### src/rtl/prng_stream.sv
// prng_stream: dual-LFSR pseudo-random sample stream with tick divider and one-entry valid/ready buffer
module prng_stream #(
  parameter int DATA_W   = 16,
  parameter int TICK_DIV = 10_000_000,
  parameter int CNT_W    = 24
) (
  input  logic                clk,
  input  logic                reset,
  input  logic                en,
  input  logic [1:0]          mode,
  input  logic                step,
  input  logic                load_seed,
  input  logic [DATA_W-1:0]   seed_data,
  input  logic [DATA_W/2-1:0] seed_ctrl,
  input  logic                clear_ovr,
  output logic [DATA_W/2-1:0] out_data,
  output logic                out_valid,
  input  logic                out_ready,
  output logic                overrun,
  output logic                tick_out
);
  localparam int OUT_W = DATA_W / 2;
  function automatic logic [31:0] tap_mask(input int w);
    return w == 4  ? 32'h0000_000C :
           w == 8  ? 32'h0000_00B8 :
           w == 12 ? 32'h0000_0829 :
           w == 16 ? 32'h0000_D008 :
           w == 24 ? 32'h00E1_0000 :
           w == 32 ? 32'h8020_0003 : 32'h0;
  endfunction
  localparam logic [DATA_W-1:0] D_TAPS = DATA_W'(tap_mask(DATA_W));
  localparam logic [OUT_W-1:0]  C_TAPS = OUT_W'(tap_mask(OUT_W));
  localparam logic [CNT_W-1:0]  CNT_MAX = CNT_W'(TICK_DIV - 1);
  if (!(DATA_W inside {8, 16, 24, 32})) begin : g_bad_width
    $error("prng_stream: DATA_W must be 8, 16, 24 or 32");
  end
  if (TICK_DIV < 2) begin : g_bad_div
    $error("prng_stream: TICK_DIV must be at least 2");
  end
  logic [DATA_W-1:0] data_q;
  logic [OUT_W-1:0]  ctrl_q;
  logic [CNT_W-1:0]  cnt_q;
  logic              pend_q;
  logic              run, tick, adv_d, adv_c, offer, accept, drop;
  logic [OUT_W-1:0]  mux_out;
  assign run    = en && !load_seed;
  assign tick   = run && mode == 2'b00 && cnt_q == CNT_MAX;
  assign adv_d  = run && (mode == 2'b00 ? tick : mode == 2'b01 && step);
  assign adv_c  = run && (mode == 2'b00 || (mode == 2'b01 && step));
  assign offer  = pend_q && run;
  assign accept = offer && (!out_valid || out_ready);
  assign drop   = offer && out_valid && !out_ready;
  // pair-select: each control bit picks the odd or even bit of a data pair
  always_comb begin
    mux_out = '0;
    for (int j = 0; j < OUT_W; j++) mux_out[j] = ctrl_q[j] ? data_q[2*j+1] : data_q[2*j];
  end
  // both LFSRs: seed load (all-ones lockup replaced by zero) or XNOR-feedback left shift
  always_ff @(posedge clk) begin
    if (reset) begin
      data_q <= '0;
      ctrl_q <= '0;
    end else if (load_seed) begin
      data_q <= &seed_data ? '0 : seed_data;
      ctrl_q <= &seed_ctrl ? '0 : seed_ctrl;
    end else begin
      if (adv_d) data_q <= {data_q[DATA_W-2:0], ~^(data_q & D_TAPS)};
      if (adv_c) ctrl_q <= {ctrl_q[OUT_W-2:0], ~^(ctrl_q & C_TAPS)};
    end
  end
  // free-run divider, restarting from zero whenever free-run is not active
  always_ff @(posedge clk) begin
    if (reset) begin
      cnt_q    <= '0;
      tick_out <= 1'b0;
    end else begin
      cnt_q    <= (!run || mode != 2'b00 || tick) ? '0 : cnt_q + 1'b1;
      tick_out <= tick;
    end
  end
  // pending flag: a data advance offers its sample on the following edge; frozen while disabled
  always_ff @(posedge clk) begin
    if (reset || load_seed) pend_q <= 1'b0;
    else if (en) pend_q <= adv_d;
  end
  // one-entry output buffer with sticky overrun on dropped samples
  always_ff @(posedge clk) begin
    if (reset) begin
      out_data  <= '0;
      out_valid <= 1'b0;
      overrun   <= 1'b0;
    end else begin
      if (accept) out_data <= mux_out;
      out_valid <= !load_seed && (accept || (out_valid && !out_ready));
      overrun   <= drop || (overrun && !clear_ovr);
    end
  end
endmodule

### config.mk
export PLATFORM = sky130hd
export DESIGN_NAME = prng_stream
export DESIGN_NICKNAME = d
export VERILOG_FILES = /design/src/rtl/prng_stream.sv
export SDC_FILE = /design/constraint.sdc
export NUM_CORES = 1
export LEC_CHECK = 0
export CAP_MARGIN = 20
export CORE_ASPECT_RATIO = 0.5
export CORE_UTILIZATION = 58
export DETAILED_ROUTE_END_ITERATION = 10
export PLACE_DENSITY = 0.84
export SLEW_MARGIN = 10
export SYNTH_ARGS = -nofsm -noshare
export SYNTH_HDL_FRONTEND = slang
export SYNTH_SLANG_ARGS = --single-unit
### constraint.sdc
create_clock -name clk -period 5.05 [get_ports clk]
set_clock_uncertainty 0.05 [all_clocks]
set_input_delay 1.515 -clock clk [delete_from_list [all_inputs] [get_ports clk]]
set_output_delay 1.515 -clock clk [all_outputs]
set_load 0.1 [all_outputs]
==> metrics.txt, run 1 <==
Slew @ Worst Pin=just under 1000 ps; hold buffers post-CTS=0; Total Wirelength=6.662 mm; Avg Cell Area, Syn=8.942 um2; crit path launch=out_data[2]$_SDFFE_PP0P_; Final ANT Viol Nets=0; Starting Density=between 60% and 70%; crit path launch type=flop; post-synthesis net count=between 300 and 400; Worst Hold Class=reg2reg; initial antenna violation count=0; Seq/Total Area, Yosys=41.85%; die height=between 50 and 60 um; P_leak=1.121 nW; num rows=17; ys flop type=dfxtp_1; Slew Viols, Final=0; DR iter-0 viols=125; port bufs=43; Final Cell Area=0.003516 mm2; Root Buffer=clkbuf_8; vias per cell=6.023; Peak Freq=0.2959 GHz; Worst EP required=approximately 3500 ps; hold path start=cnt_q[0]$_SDFF_PP0_; share of layout cells above drive strength 1=8.470%; commonest non-fill, non-tap cell in the layout=dfxtp_1; number of fill cells=340; Final nets=~400; clk_lat worst skew=340 ps; largest net degree at the start of global routing=35; unrepaired setup endpoints after global routing=false; ANT cells=0; Syn Inst Count=between 300 and 400; Area Growth Syn to Fin=22.49%; CP max-delay cell=clkdlybuf4s50_1; Peak VDD IR=0.1795 mV; crit path kind=reg2out; Die Area=0.005251 mm2; #FFs+latches synth=60; DR WL/cell=15.42 um; CP Capture Type=output pin; area share of the largest cell type after synthesis=41.85%; IO Count=44; setup TNS=0 ps; max cap viols=0; Setup Buffers After CTS=0; clock buffer depth=2; DRT Pass-1 Iters=4; total gr overflow=0; Die Wd=between 100 and 150 um; fin crit period=3379 ps; Worst-path clk slew=70 ps; Rel. slew slack=between 30 and 40%; area leader, netlist=dfxtp_1; Worst path top cell family by delay=buffers and inverters; CTS tree=built; HPWL after detailed placement=4.640 mm; vias in the first global route=2,377; first-pass GRT wire length=10.96 mm; final hold vios=0; cell chain of the critical path=clkdlybuf4s50_1; post-route clock period utilization=66.92%; Reg-to-Reg Start=cnt_q[0]$_SDFF_PP0_; Power Dens Cells=289.4 mW/mm2; gr usage total=between 20% and 30%; status=complete, no violations; critical path fanouts, max=2; Placed Area=0.003326 mm2; Routability Congestion=0.8016; delay of the slowest cell on the worst path=1140 ps; most frequent cells in the layout=60 x dfxtp_1, 43 x clkdlybuf4s50_1, 30 x nor2_1; Netlist cell types=45; number of synthesized flops with an enable pin=0; post-layout util=76.88%; CP bufs+invs=1; setup violators final=0; post-cts resize count=0; CTS H-Tree Depth=3; clock sink total=60; Netlist Area Pre-Place=0.002870 mm2; TritonCTS Buffers=9; FFs w/ async S/R, synth=0%; YS warnings=0; Core Region=approximately 0.0046 mm2; # DRC=0; vias=2,602; Worst Path Arrival=1810 ps; top cells by area, synth=dfxtp_1 42%, a2bb2oi_1 4.9%, a211oi_1 4.4%, o32ai_1 4.3%, a21oi_1 4.0%
-- sequential cells by signal, indices dropped and copies added (netlist names) --
signal	cells
out_data	8
tick_out	1
out_valid	1
data_q	16
pend_q	1
overrun	1
cnt_q	24
ctrl_q	8
-- path summary, 6_finish.rpt --
check | to | slack [ps] | cells past startpoint
setup / recovery | out_data[2] | 1670 | 1
hold / removal | cnt_q[0]$_SDFF_PP0_ | 390 | 1
setup reg to reg | cnt_q[11]$_SDFF_PP0_ | 2500 | 5
hold reg to reg | cnt_q[0]$_SDFF_PP0_ | 390 | 1
-- cell usage after synthesis, types with 9 or more instances --
cell type  number
a2bb2oi_1      16
nand3_1         9
nor2_1         30
clkbuf_1       13
o31ai_1         9
dfxtp_1        60
a21oi_1        23
o32ai_1        14
nand4_1        11
a211oi_1       17
inv_1          19
nor2b_1        11
-- per-stage QoR --
step | hold WS [ps] | power (mW) | setup WS, ps | std cells
final | 388.3 | 1.018 | 1671 | 432
after global routing | 425.3 | 1.052 | 1607 | 432
after CTS | 390.5 | 1.026 | 1649 | 431
after detailed placement | 382.0 | 0.6170 | 1341 | 415
after global placement | 372.6 | 0.6140 | 1451 | 415
after floorplan | 362.9 | 0.5722 | 2237 | 321
-- layout make-up --
| type | instances | area (um2) | area share (%) |
|---|---|---|---|
| clock buffer | 10 | 127.6 | 3.630 |
| clock inverter | 6 | 55.05 | 1.566 |
| inverter | 19 | 71.32 | 2.028 |
| multi-input combinational | 224 | 1518 | 43.17 |
| sequential | 60 | 1201 | 34.16 |
| tap | 66 | 82.58 | 2.349 |
| timing repair buffer | 47 | 460.4 | 13.10 |
-- report_power, final --
group          switching [mW]  internal, mW
Sequential             0.0122         0.487
Clock                   0.185         0.223
Combinational          0.0507        0.0589
-- routing by layer --
| metal | up-vias | GRT usage [%] | routed length (um) |
|---|---|---|---|
| met5 | - | 0 | 0 |
| met4 | 0 | 10.87 | 93 |
| met3 | 11 | 7.796 | 384 |
| met2 | 84 | 46.26 | 3092 |
| met1 | 1214 | 34.26 | 3091 |
| li1 | 1293 | - | - |
-- logic make-up (layout without fill, tap and decap cells) --
family | Yosys count | in the layout | synth area share (%)
mux | 8 | 8 | 2.790
fa+ha+maj | 1 | 1 | 0.4359
flops | 60 | 60 | 41.85
xor+xnor | 15 | 15 | 4.577
simple gates | 107 | 107 | 21.45
buf+inv | 37 | 82 | 5.275
compound gates | 93 | 93 | 23.63
No activity file was read; power rests on OpenSTA's default activity.
==> run 2: changes to the inputs <==
--- a/config.mk
+++ b/config.mk
@@ -7,9 +7,9 @@
 export LEC_CHECK = 0
 export CAP_MARGIN = 20
 export CORE_ASPECT_RATIO = 0.5
-export CORE_UTILIZATION = 58
+export CORE_UTILIZATION = 54
 export DETAILED_ROUTE_END_ITERATION = 10
-export PLACE_DENSITY = 0.84
+export PLACE_DENSITY = 0.79
 export SLEW_MARGIN = 10
 export SYNTH_ARGS = -nofsm -noshare
 export SYNTH_HDL_FRONTEND = slang
==> constraint.sdc (replaced) <==
create_clock -name clk -period 3.2 [get_ports clk]
set_clock_uncertainty 0.05 [all_clocks]
set_input_delay 0.96 -clock clk [delete_from_list [all_inputs] [get_ports clk]]
set_output_delay 0.96 -clock clk [all_outputs]
set_load 0.1 [all_outputs]
==> metrics.txt, run 2 (synthesized netlist as in run 1, its figures left out) <==
critical path fanouts, max=24 (+22); Slew @ Worst Pin=985.4 ps (-9.411 ps); Starting Density=57.15% (-5.6 points); WL met1=2.990 mm (-3.3%); Peak Freq=0.3855 GHz; crit path kind=reg2reg; commonest non-fill, non-tap cell in the layout=dfxtp_1; met3 wire len=290 um (-24%); CP Capture Type=flop; Worst Path Arrival=2730 ps (+920 ps); Total Wirelength=6.540 mm (-1.8%); post-route worst setup slack=605.7 ps (-1065 ps); clock buffer depth=2 (unchanged); Die Wd=105.1 um (+3.6%); uppermost layer routed=met4; met2 wire length=3.188 mm (+3.1%); final hold vios=0 (unchanged); cell total after placement=421 (+1.4%); Rel. slew slack=34.30% (+0.63 points); Worst-path clk slew=60 ps (about the same); Core Region=0.005022 mm2 (+9.8%); Routability Congestion=0.8527 (+6.4%); post-cts resize count=0 (unchanged); max reg flops=24 (unchanged); first-pass GRT wire length=10.31 mm (-6.0%); port bufs=43 (unchanged); largest net degree at the start of global routing=34 (-2.9%); Non-Filler Instances=436 (+0.93%); Final nets=396 (+0.25%); clock sink total=60 (unchanged); ANT cells=0 (unchanged); Root Buffer=clkbuf_8; # DRC=0 (unchanged); Setup WS pre-CTS=403.1 ps (-937.8 ps); most flop-heavy register=cnt_q; IO Count=44 (unchanged); unrepaired setup endpoints after global routing=false; clk_lat worst skew=340 ps (about the same); Final ANT Viol Nets=0 (unchanged); num rows=18 (+1); P_leak=1.138 nW (+1.5%); Worst Hold Class=reg2reg; cell chain of the critical path=ha_1, nand2_1, or4_2, o21ai_2, nor2_1; most frequent cells in the layout=60 x dfxtp_1, 32 x clkdlybuf4s50_1, 30 x nor2_1; share of layout cells above drive strength 1=11.20% (+2.7 points); TritonCTS Buffers=9 (unchanged); Slew Viols, Final=0 (unchanged); delay of the slowest cell on the worst path=810 ps (-330 ps); crit path launch type=flop; Worst EP required=3340 ps (-150 ps); CP bufs+invs=0 (-1); CTS tree=built; Area Growth Syn to Fin=21.49%; HPWL after detailed placement=4.532 mm (-2.3%); Worst path top cell family by delay=simple AND/OR/NAND/NOR gates; Peak VDD IR=0.2686 mV (+50%); max cap viols=0 (unchanged); Setup Buffers After CTS=0 (unchanged); total gr overflow=0 (unchanged); DR iter-0 viols=127 (+1.6%); CTS H-Tree Depth=3 (unchanged); DRT Pass-1 Iters=4 (unchanged); die height=53.55 um (+3.5%); CP max-delay cell=o21ai_2; Die Area=0.005628 mm2 (+7.2%); Power Dens Cells=447.5 mW/mm2 (+55%); vias in the first global route=2,242 (-5.7%); setup violators final=0 (unchanged); fin crit period=2594 ps; vias=2,599 (-0.12%); vias per cell=5.961 (-1.0%); hold buffers post-CTS=0 (unchanged); post-route clock period utilization=~81%; status=complete, no violations; setup TNS=0 ps (unchanged); gr usage total=23.91% (-3.8 points); initial antenna violation count=0 (unchanged); DR WL/cell=15.00 um (-2.7%); largest registers=cnt_q: 24 flops, data_q: 16 flops
-- run 2: changes by cell type in the layout (fill, tap and decap cells not counted) --
cell,delta
buf_4,+12
clkdlybuf4s50_1,-11
clkinv_2,-3
clkbuf_8,+2
bufinv_16,-1
clkbuf_1,+1
-- run 2: cell type report --
type	count	area [um2]
Fill cell	420	1535
Multi-Input combinational cell	224	1518
Sequential cell	60	1201
Timing Repair Buffer	48	440.4
Clock buffer	13	158.9
Tap cell	70	87.58
Inverter	19	71.32
Clock inverter	2	10.01
-- run 2: final timing paths --
| path | start | endpoint | slack (ps) | cells past startpoint |
|---|---|---|---|---|
| max | cnt_q[0]$_SDFF_PP0_ | cnt_q[5]$_SDFF_PP0_ | 610 | 5 |
| min | cnt_q[0]$_SDFF_PP0_ | cnt_q[0]$_SDFF_PP0_ | 400 | 1 |
| max reg2reg | cnt_q[0]$_SDFF_PP0_ | cnt_q[5]$_SDFF_PP0_ | 610 | 5 |
| min reg2reg | cnt_q[0]$_SDFF_PP0_ | cnt_q[0]$_SDFF_PP0_ | 400 | 1 |
-- run 2: power breakdown --
part	leakage [nW]	internal [mW]	switching (mW)
Clock	0.0893	0.317	0.285
Sequential	0.488	0.769	0.0183
Combinational	0.561	0.0936	0.0777
-- run 2: per-stage QoR --
stage               cell area [um2]  utilization, %  hold slack, ps  power [mW]
detailed placement             3318           66.07           397.5      0.9726
finish                         3487           69.43           401.1       1.560
CTS                            3487           69.43           408.8       1.563
floorplan                      2870               -           362.9      0.9031
global route                   3487           69.43           424.5       1.611
global placement               3318           66.07           376.5      0.9702
-- run 2: layer usage --
| layer | vias up | track usage (%) |
|---|---|---|
| met5 | - | 0 |
| met4 | 0 | 7.277 |
| li1 | 1289 | - |
| met3 | 7 | 7.264 |
| met2 | 62 | 43.49 |
| met1 | 1241 | 28.20 |
-- run 2: worst reg2reg max path, stage by stage, from the launching register on --
cell and delay (ps):
dfxtp_1 350, ha_1 240, nand2_1 150, or4_2 720, o21ai_2 810, nor2_1 120
